$ cat config.mk
export PLATFORM = sky130hd
export DESIGN_NAME = xor_frame_accum
export DESIGN_NICKNAME = d
export VERILOG_FILES = /design/src/rtl/xor_frame_accum.sv
export SDC_FILE = /design/constraint.sdc
export NUM_CORES = 1
export LEC_CHECK = 0
export CORE_MARGIN = 3
export CORE_UTILIZATION = 40
export DETAILED_ROUTE_END_ITERATION = 10
export PLACE_DENSITY_LB_ADDON = 0.2
export SETUP_SLACK_MARGIN = 0.05
export SYNTH_ARGS = -nofsm -noshare
export SYNTH_HDL_FRONTEND = slang
export SYNTH_SLANG_ARGS = --single-unit
$ cat constraint.sdc
create_clock -name clk -period 1.4 [get_ports clk]
set_input_delay 0.14 -clock clk [delete_from_list [all_inputs] [get_ports clk]]
set_output_delay 0.14 -clock clk [all_outputs]
set_load 0.005 [all_outputs]
$ cat src/rtl/xor_frame_accum.sv
// xor_frame_accum: accumulates the per-lane XOR of a frame of input beats.
// The block optionally inverts the result and computes per-lane parity.
// It emits one result per frame over a valid/ready handshake.
module xor_frame_accum #(
    parameter int NCH       = 2,
    parameter int W         = 5,
    parameter int FRAME_LEN = 4,
    parameter int CW        = $clog2(FRAME_LEN + 1)
) (
    input  logic              clk,
    input  logic              rst_n,
    input  logic              in_valid,
    output logic              in_ready,
    input  logic [NCH*W-1:0]  in_data,
    input  logic              in_last,
    input  logic              mode_inv,
    output logic              out_valid,
    input  logic              out_ready,
    output logic [NCH*W-1:0]  out_xor,
    output logic [NCH-1:0]    out_par,
    output logic [CW-1:0]     out_beats,
    output logic [NCH-1:0]    sticky_err
);

    typedef enum logic [0:0] {
        ACCUM = 1'b0,
        HOLD  = 1'b1
    } state_t;

    state_t             state_q, state_d;
    logic [NCH*W-1:0]   acc_q, acc_d;
    logic [CW-1:0]      cnt_q, cnt_d;
    logic [NCH*W-1:0]   out_xor_q, out_xor_d;
    logic [NCH-1:0]     out_par_q, out_par_d;
    logic [CW-1:0]      out_beats_q, out_beats_d;
    logic [NCH-1:0]     sticky_q, sticky_d;

    // Candidate frame result for a closing beat, together with its lane parities.
    logic [NCH*W-1:0]   res;
    logic [NCH-1:0]     res_par;
    logic               accept;
    logic               closing;

    // Form the would-be result and the parity of each lane.
    always_comb begin
        res     = acc_q ^ in_data ^ {(NCH*W){mode_inv}};
        res_par = '0;
        for (int unsigned c = 0; c < NCH; c++) begin
            res_par[c] = ^res[c*W +: W];
        end
    end

    // Next-state logic for the frame FSM, the accumulator and the result registers.
    always_comb begin
        state_d     = state_q;
        acc_d       = acc_q;
        cnt_d       = cnt_q;
        out_xor_d   = out_xor_q;
        out_par_d   = out_par_q;
        out_beats_d = out_beats_q;
        sticky_d    = sticky_q;
        accept      = in_valid && (state_q == ACCUM);
        closing     = accept && (in_last || (cnt_q == CW'(FRAME_LEN - 1)));

        unique case (state_q)
            ACCUM: begin
                if (accept) begin
                    if (closing) begin
                        out_xor_d   = res;
                        out_par_d   = res_par;
                        out_beats_d = cnt_q + CW'(1);
                        sticky_d    = sticky_q | res_par;
                        acc_d       = '0;
                        cnt_d       = '0;
                        state_d     = HOLD;
                    end else begin
                        acc_d = acc_q ^ in_data;
                        cnt_d = cnt_q + CW'(1);
                    end
                end
            end
            HOLD: begin
                if (out_ready) begin
                    state_d = ACCUM;
                end
            end
            default: state_d = ACCUM;
        endcase
    end

    // State and result registers with synchronous active-low reset.
    always_ff @(posedge clk) begin
        if (!rst_n) begin
            state_q     <= ACCUM;
            acc_q       <= '0;
            cnt_q       <= '0;
            out_xor_q   <= '0;
            out_par_q   <= '0;
            out_beats_q <= '0;
            sticky_q    <= '0;
        end else begin
            state_q     <= state_d;
            acc_q       <= acc_d;
            cnt_q       <= cnt_d;
            out_xor_q   <= out_xor_d;
            out_par_q   <= out_par_d;
            out_beats_q <= out_beats_d;
            sticky_q    <= sticky_d;
        end
    end

    assign in_ready   = (state_q == ACCUM);
    assign out_valid  = (state_q == HOLD);
    assign out_xor    = out_xor_q;
    assign out_par    = out_par_q;
    assign out_beats  = out_beats_q;
    assign sticky_err = sticky_q;

endmodule
==> results.yml, run 1 <==
cts:
  clk_latency_ns: 0.29
  cts_made_buffers: 5
  cts_tree: "done"
  ctsRootBufferMaster: "clkbuf_8"
  cts_max_path_buffers: 2
  cts.sinks: 31
  htree_levels: 2
  path_clk_slew_ns: 0.07
  holdBufCountCts: 0
power:
  power.density_nw_per_um2: 1040
  finalPower_mw: 2.43
  p_leak_nw: 0.920
  vdd_ir_drop_max_mv: 0.564
cells_and_area:
  seq_area_um2: 628
  drive_gt1_share_pct: 29.2
  fillCellCount: 265
  area_growth_pct: 58.6
  antenna_cells: 0
  fin_area_um2: 2340
  nets: 257
  multi_input_area_um2: 936
timing:
  fin_skew_ns: 0.00889
  rsz0062_at_grt: "true"
  maxSlewViolCount: 0
  finalSetupViolCount: 9
  whs_ns: 0.455
  max_freq_mhz: 694
  hold_violations: 0
  min_period_over_period_pct: 103
  layout_min_cycle_time_ns: 1.44
  slew_headroom_pct: 85.4
  worst_pin_slew_ns: 0.213
  fin_ws_ns: -0.0412
logic_synthesis:
  synth_fp_nets: 193
  netlist_area_um2: 1480
  yosysWarnings: 0
  synth-seq-cells: 31
  ys_types: 25
  netlist_instances: 175
  seq_area_frac_synth_pct: 42.0
  postSynthAreaPerCell_um2: 8.44
outcome:
  status: "finished with violations"
  violations: "negative setup slack"
global_routing:
  grt_start_max_net_pins: 23
  antenna_found_initial: 0
  grt_pass1_vias: 1364
  grt_usage_pct: 18.6
  overflow: 0
  grt_pass1_wl_mm: 6.10
critical_path:
  cp.required_ns: 1.63
  endpoint_kind: "flip-flop"
  crit_fanout: 22
  crit_arrival_ns: 1.67
  cp-startpoint: "cnt_q[0]$_SDFFE_PN0P_"
  r2r_start: "cnt_q[0]$_SDFFE_PN0P_"
  setup.worst_path.class: "flip-flop to flip-flop"
  cp-start-kind: "flip-flop"
run:
  max-cap-violations: 0
place:
  gp_congestion: 0.799
  hpwl_mm: 2.73
  placed_area_um2: 2130
  port_buffers: 34
floorplan:
  design.core.area_um2: 3440
  die_height_um: 66.8
  die_w_um: 66.8
  rows: 21
  io_pins: 35
  fp.dieArea_um2: 4460
  initial_utilization_pct: 42.9
detailed_routing:
  vias_per_cell: 4.84
  wirelength_mm: 3.68
  dr.first_iter.drc_count: 66
  drc: 0
  drt_pre_antenna_iters: 4
  detail_route.wl_per_cell_um: 12.9
  num_vias: 1383
  postRouteAntennaNets: 0
hold_path:
  hold_path_class: "flip-flop to flip-flop"
  hp-start: "out_xor[6]$_SDFFE_PN0P_"
power by group:
group | leakage (nW) | internal (mW) | total [mW] | switching, mW
clock network | 0.0612 | 0.575 | 0.905 | 0.330
logic | 0.603 | 0.316 | 0.542 | 0.226
registers | 0.256 | 0.939 | 0.981 | 0.0429
total | 0.920 | 1.83 | 2.43 | 0.599
timing repair:
action                                 in CTS  in global routing
buffers inserted                            1                  0
gates resized for setup                    12                 12
setup endpoints to repair                  19                 29
pin swaps                                   4                  1
endpoints found under the hold margin       0                  0
placed cells by master (no fill, tap or decap):
master	netlist	layout
dlygate4sd2_1	0	2
nand2_1	24	23
o21ai_1	1	4
xor2_1	16	10
o21ai_0	9	5
nor2_1	18	16
nand2b_1	2	2
xnor2_2	1	1
nor3b_1	10	3
xnor2_1	9	9
nand2_2	0	1
nor2b_2	1	1
a21oi_1	25	23
buf_4	0	31
nor3b_2	0	6
nand3_1	3	3
clkdlybuf4s50_1	0	32
a31o_1	2	2
or3_1	2	2
nor2_4	0	1
clkinv_2	0	1
nor2_2	0	1
dfxtp_2	0	6
bufinv_16	0	1
xor2_2	0	6
dfxtp_1	31	25
ha_4	0	2
o21ai_4	0	1
buf_12	0	1
o21ai_2	1	1
clkbuf_8	0	6
inv_1	3	3
a211oi_1	2	2
a21o_1	2	2
nor3b_4	0	1
mux2i_1	2	2
a21oi_2	0	2
metal layers:
metal,up-vias,track usage [%],wire [µm]
met5,-,0,0
met4,0,9.64,74
met3,6,6.07,200
met2,32,30.3,1760
met1,642,21.4,1640
li1,703,-,-
per-stage QoR:
| step | setup WS [ns] | instances | util (%) | TNS [ns] |
|---|---|---|---|---|
| after floorplan | 0.0401 | 175 | - | 0 |
| after global placement | -0.251 | 277 | 61.9 | -2.90 |
| after detailed placement | -0.301 | 277 | 61.9 | -4.27 |
| after CTS | -0.0371 | 286 | 66.8 | -0.141 |
| after global routing | -0.130 | 286 | 68.0 | -1.59 |
| final | -0.0412 | 286 | 68.0 | -0.133 |
state kept, by name, summed over array words and instances (netlist names):
name        cells
out_xor        10
out_par         2
out_beats       3
acc_q          10
sticky_err      2
cnt_q           3
out_valid       1
worst paths after layout:
path	cells after the start	slack, ns	end
max	8	-0.04	acc_q[6]$_SDFFE_PN0P_
min	2	0.46	out_xor[6]$_SDFFE_PN0P_
max reg2reg	8	-0.04	acc_q[6]$_SDFFE_PN0P_
min reg2reg	2	0.46	out_xor[6]$_SDFFE_PN0P_
final cells by class:
cell class,instances,share of cell area (%)
Multi-Input combinational cell,132,40.0
Sequential cell,31,26.8
Timing Repair Buffer,66,25.2
Clock buffer,6,3.53
Tap cell,46,2.46
Clock inverter,2,1.50
Inverter,3,0.481
worst max-delay path, cell delays in order, from the launching register on:
cell and delay [ns]:
dfxtp_2 0.34, ha_4 0.16, ha_4 0.17, nor2_4 0.11, nand2_2 0.08, buf_12 0.16, nor3b_2 0.22, a21oi_2 0.05
nor2_1 0.09
synthesized netlist by cell type:
cell / number / area [µm²]
nor2b_2: 1 / 8.76
xnor2_2: 1 / 16.3
inv_1: 3 / 11.3
clkbuf_1: 6 / 22.5
mux2i_1: 2 / 20.0
a21o_1: 2 / 15.0
dfxtp_1: 31 / 621
o21ai_0: 9 / 45.0
or3_1: 2 / 12.5
a211oi_1: 2 / 15.0
buf_2: 1 / 5.00
dlymetal6s2s_1: 1 / 12.5
xnor2_1: 9 / 78.8
nor2_1: 18 / 67.6
nand2b_1: 2 / 12.5
ha_1: 2 / 25.0
buf_6: 1 / 11.3
a21oi_1: 25 / 125
xor2_1: 16 / 140
o21ai_2: 1 / 8.76
a31o_1: 2 / 17.5
nand2_1: 24 / 90.1
nor3b_1: 10 / 75.1
nand3_1: 3 / 15.0
o21ai_1: 1 / 5.00
cells by family after synthesis:
logic type	Yosys count	share of synthesized area, %
and+or+nand+nor	60	19.1
AOI/OAI and AO/OA	42	15.7
DFF	31	42.0
xor gates and xnor gates	26	15.9
buffers and inverters	12	4.24
muxes	2	1.36
adders and majority gates	2	1.69
Power figures use the tool's default switching activity.
==> run 2, diff against run 1 <==
--- a/config.mk
+++ b/config.mk
@@ -8,6 +8,7 @@
 export CORE_MARGIN = 3
 export CORE_UTILIZATION = 40
 export DETAILED_ROUTE_END_ITERATION = 10
+export MAX_ROUTING_LAYER = met4
 export PLACE_DENSITY_LB_ADDON = 0.2
 export SETUP_SLACK_MARGIN = 0.05
 export SYNTH_ARGS = -nofsm -noshare
==> run 2 against run 1 <==
Compared with the run above:
- the flow still finishes with violations (negative setup slack)
- worst hold slack hardly changed
- critical path depth stayed put
- clock skew hardly changed
- critical endpoint unchanged
- design area stayed put
- register-to-register slack hardly changed
- core utilization stayed put
- via count is 0.29% lower
- clock power hardly changed
- routed wire length is 0.11% higher
- critical path type unchanged
==> results.yml, run 2 (synthesized netlist as in run 1, its figures left out) <==
power:
  finalPower_mw: 2.43
  vdd_ir_drop_max_mv: 0.564
  p_leak_nw: 0.920
  power.density_nw_per_um2: 1040
critical_path:
  setup.worst_path.class: "flip-flop to flip-flop"
  cp-start-kind: "flip-flop"
  cp.required_ns: 1.63
  endpoint_kind: "flip-flop"
  crit_fanout: 22
  worstRegToRegCells: 8
  crit_arrival_ns: 1.67
floorplan:
  design.core.area_um2: 3440
  initial_utilization_pct: 42.9
  die_height_um: 66.8
  rows: 21
  fp.dieArea_um2: 4460
  io_pins: 35
  die_w_um: 66.8
cts:
  holdBufCountCts: 0
  clk_latency_ns: 0.29
  htree_levels: 2
  cts_max_path_buffers: 2
  path_clk_slew_ns: 0.07
  cts_tree: "done"
  ctsRootBufferMaster: "clkbuf_8"
  cts.sinks: 31
  cts_made_buffers: 5
detailed_routing:
  num_vias: 1379
  vias_per_cell: 4.82
  drt_pre_antenna_iters: 4
  dr.first_iter.drc_count: 61
  drc: 0
  wl_met1_mm: 1.65
  detail_route.wl_per_cell_um: 12.9
  wirelength_mm: 3.68
  postRouteAntennaNets: 0
  met2_length_mm: 1.77
  met3_length_um: 191
  highest-signal-layer: "met4"
timing:
  finalSetupViolCount: 9
  fin_skew_ns: 0.00891
  maxSlewViolCount: 0
  slew_headroom_pct: 85.3
  min_period_over_period_pct: 103
  hold_violations: 0
  worst_pin_slew_ns: 0.215
  layout_min_cycle_time_ns: 1.44
  max_freq_mhz: 694
  rsz0062_at_grt: "true"
  fin_ws_ns: -0.0412
cells_and_area:
  area_growth_pct: 58.6
  nets: 257
  layout_commonest_cell: "clkdlybuf4s50_1"
  drive_gt1_share_pct: 29.2
  utilization_pct: 68.0
  antenna_cells: 0
  mostFrequentLayoutCells: "32 x clkdlybuf4s50_1, 31 x buf_4, 25 x dfxtp_1"
run:
  max-cap-violations: 0
global_routing:
  overflow: 0
  antenna_found_initial: 0
  grt_pass1_vias: 1367
  grt_pass1_wl_mm: 6.11
  grt_start_max_net_pins: 23
  grt_usage_pct: 19.0
place:
  dp_slack_ns: -0.301
  gp_congestion: 0.811
  hpwl_mm: 2.73
  port_buffers: 34
outcome:
  status: "finished with violations"
  violations: "negative setup slack"
hold_path:
  hold_depth: 2
  hold_path_class: "flip-flop to flip-flop"
==> run 2: cell counts in the layout (fill, tap and decap cells not counted) <==
No cell type changed its count.
==> run 2: final cells by class <==
type / instances / area (µm²)
timing repair buffer: 66 / 591
inverter: 3 / 11.3
fill: 265 / 1100
sequential: 31 / 628
clock buffer: 6 / 82.6
tap: 46 / 57.6
clock inverter: 2 / 35.0
multi-input combinational: 132 / 936
==> run 2: worst paths after layout <==
| kind | end | start | slack [ns] |
|---|---|---|---|
| setup / recovery | acc_q[6]$_SDFFE_PN0P_ | cnt_q[1]$_SDFFE_PN0P_ | -0.04 |
| hold / removal | out_xor[6]$_SDFFE_PN0P_ | out_xor[6]$_SDFFE_PN0P_ | 0.46 |
| setup reg to reg | acc_q[6]$_SDFFE_PN0P_ | cnt_q[1]$_SDFFE_PN0P_ | -0.04 |
| hold reg to reg | out_xor[6]$_SDFFE_PN0P_ | out_xor[6]$_SDFFE_PN0P_ | 0.46 |
==> run 2: worst max-delay path, stage by stage, from the launching register on <==
cell and delay (ns):
dfxtp_2 0.34, ha_4 0.16, ha_4 0.17, nor2_4 0.11
nand2_2 0.08, buf_12 0.16, nor3b_2 0.22, a21oi_2 0.05
nor2_1 0.09
==> run 2: metal layers <==
metal | GRT usage [%] | vias to the layer above
met2 | 30.3 | 30
met4 | 9.64 | 0
li1 | - | 703
met5 | - | -
met3 | 6.07 | 6
met1 | 21.4 | 640
==> run 2: metrics by stage <==
stage | hold WS [ns] | std cells | TNS, ns | cell area [µm²]
after floorplan | 0.255 | 175 | 0 | 1560
after global placement | 0.440 | 277 | -2.90 | 2130
after detailed placement | 0.449 | 277 | -4.27 | 2130
after CTS | 0.458 | 286 | -0.141 | 2300
after global routing | 0.470 | 286 | -1.59 | 2340
final | 0.455 | 286 | -0.131 | 2340
==> run 2: power by group <==
| group | switching, mW | internal (mW) |
|---|---|---|
| Clock | 0.330 | 0.575 |
| Combinational | 0.226 | 0.316 |
| Sequential | 0.0428 | 0.939 |
| Total | 0.599 | 1.83 |
==> run 2: timing repair <==
action,4_1_cts,5_1_grt
endpoints found under the setup margin,19,29
pin swaps,4,1
resized for setup,12,12
setup buffers,1,0
==> run 3, diff against run 2 <==
--- a/config.mk
+++ b/config.mk
@@ -5,12 +5,14 @@
 export SDC_FILE = /design/constraint.sdc
 export NUM_CORES = 1
 export LEC_CHECK = 0
+export ABC_CLOCK_PERIOD_IN_PS = 1400
 export CORE_MARGIN = 3
 export CORE_UTILIZATION = 40
 export DETAILED_ROUTE_END_ITERATION = 10
 export MAX_ROUTING_LAYER = met4
 export PLACE_DENSITY_LB_ADDON = 0.2
 export SETUP_SLACK_MARGIN = 0.05
+export SLEW_MARGIN = 20
 export SYNTH_ARGS = -nofsm -noshare
 export SYNTH_HDL_FRONTEND = slang
 export SYNTH_SLANG_ARGS = --single-unit
==> results of run 3 <==
Same layout as run 2: the final DEF is identical, and so are final timing and power.
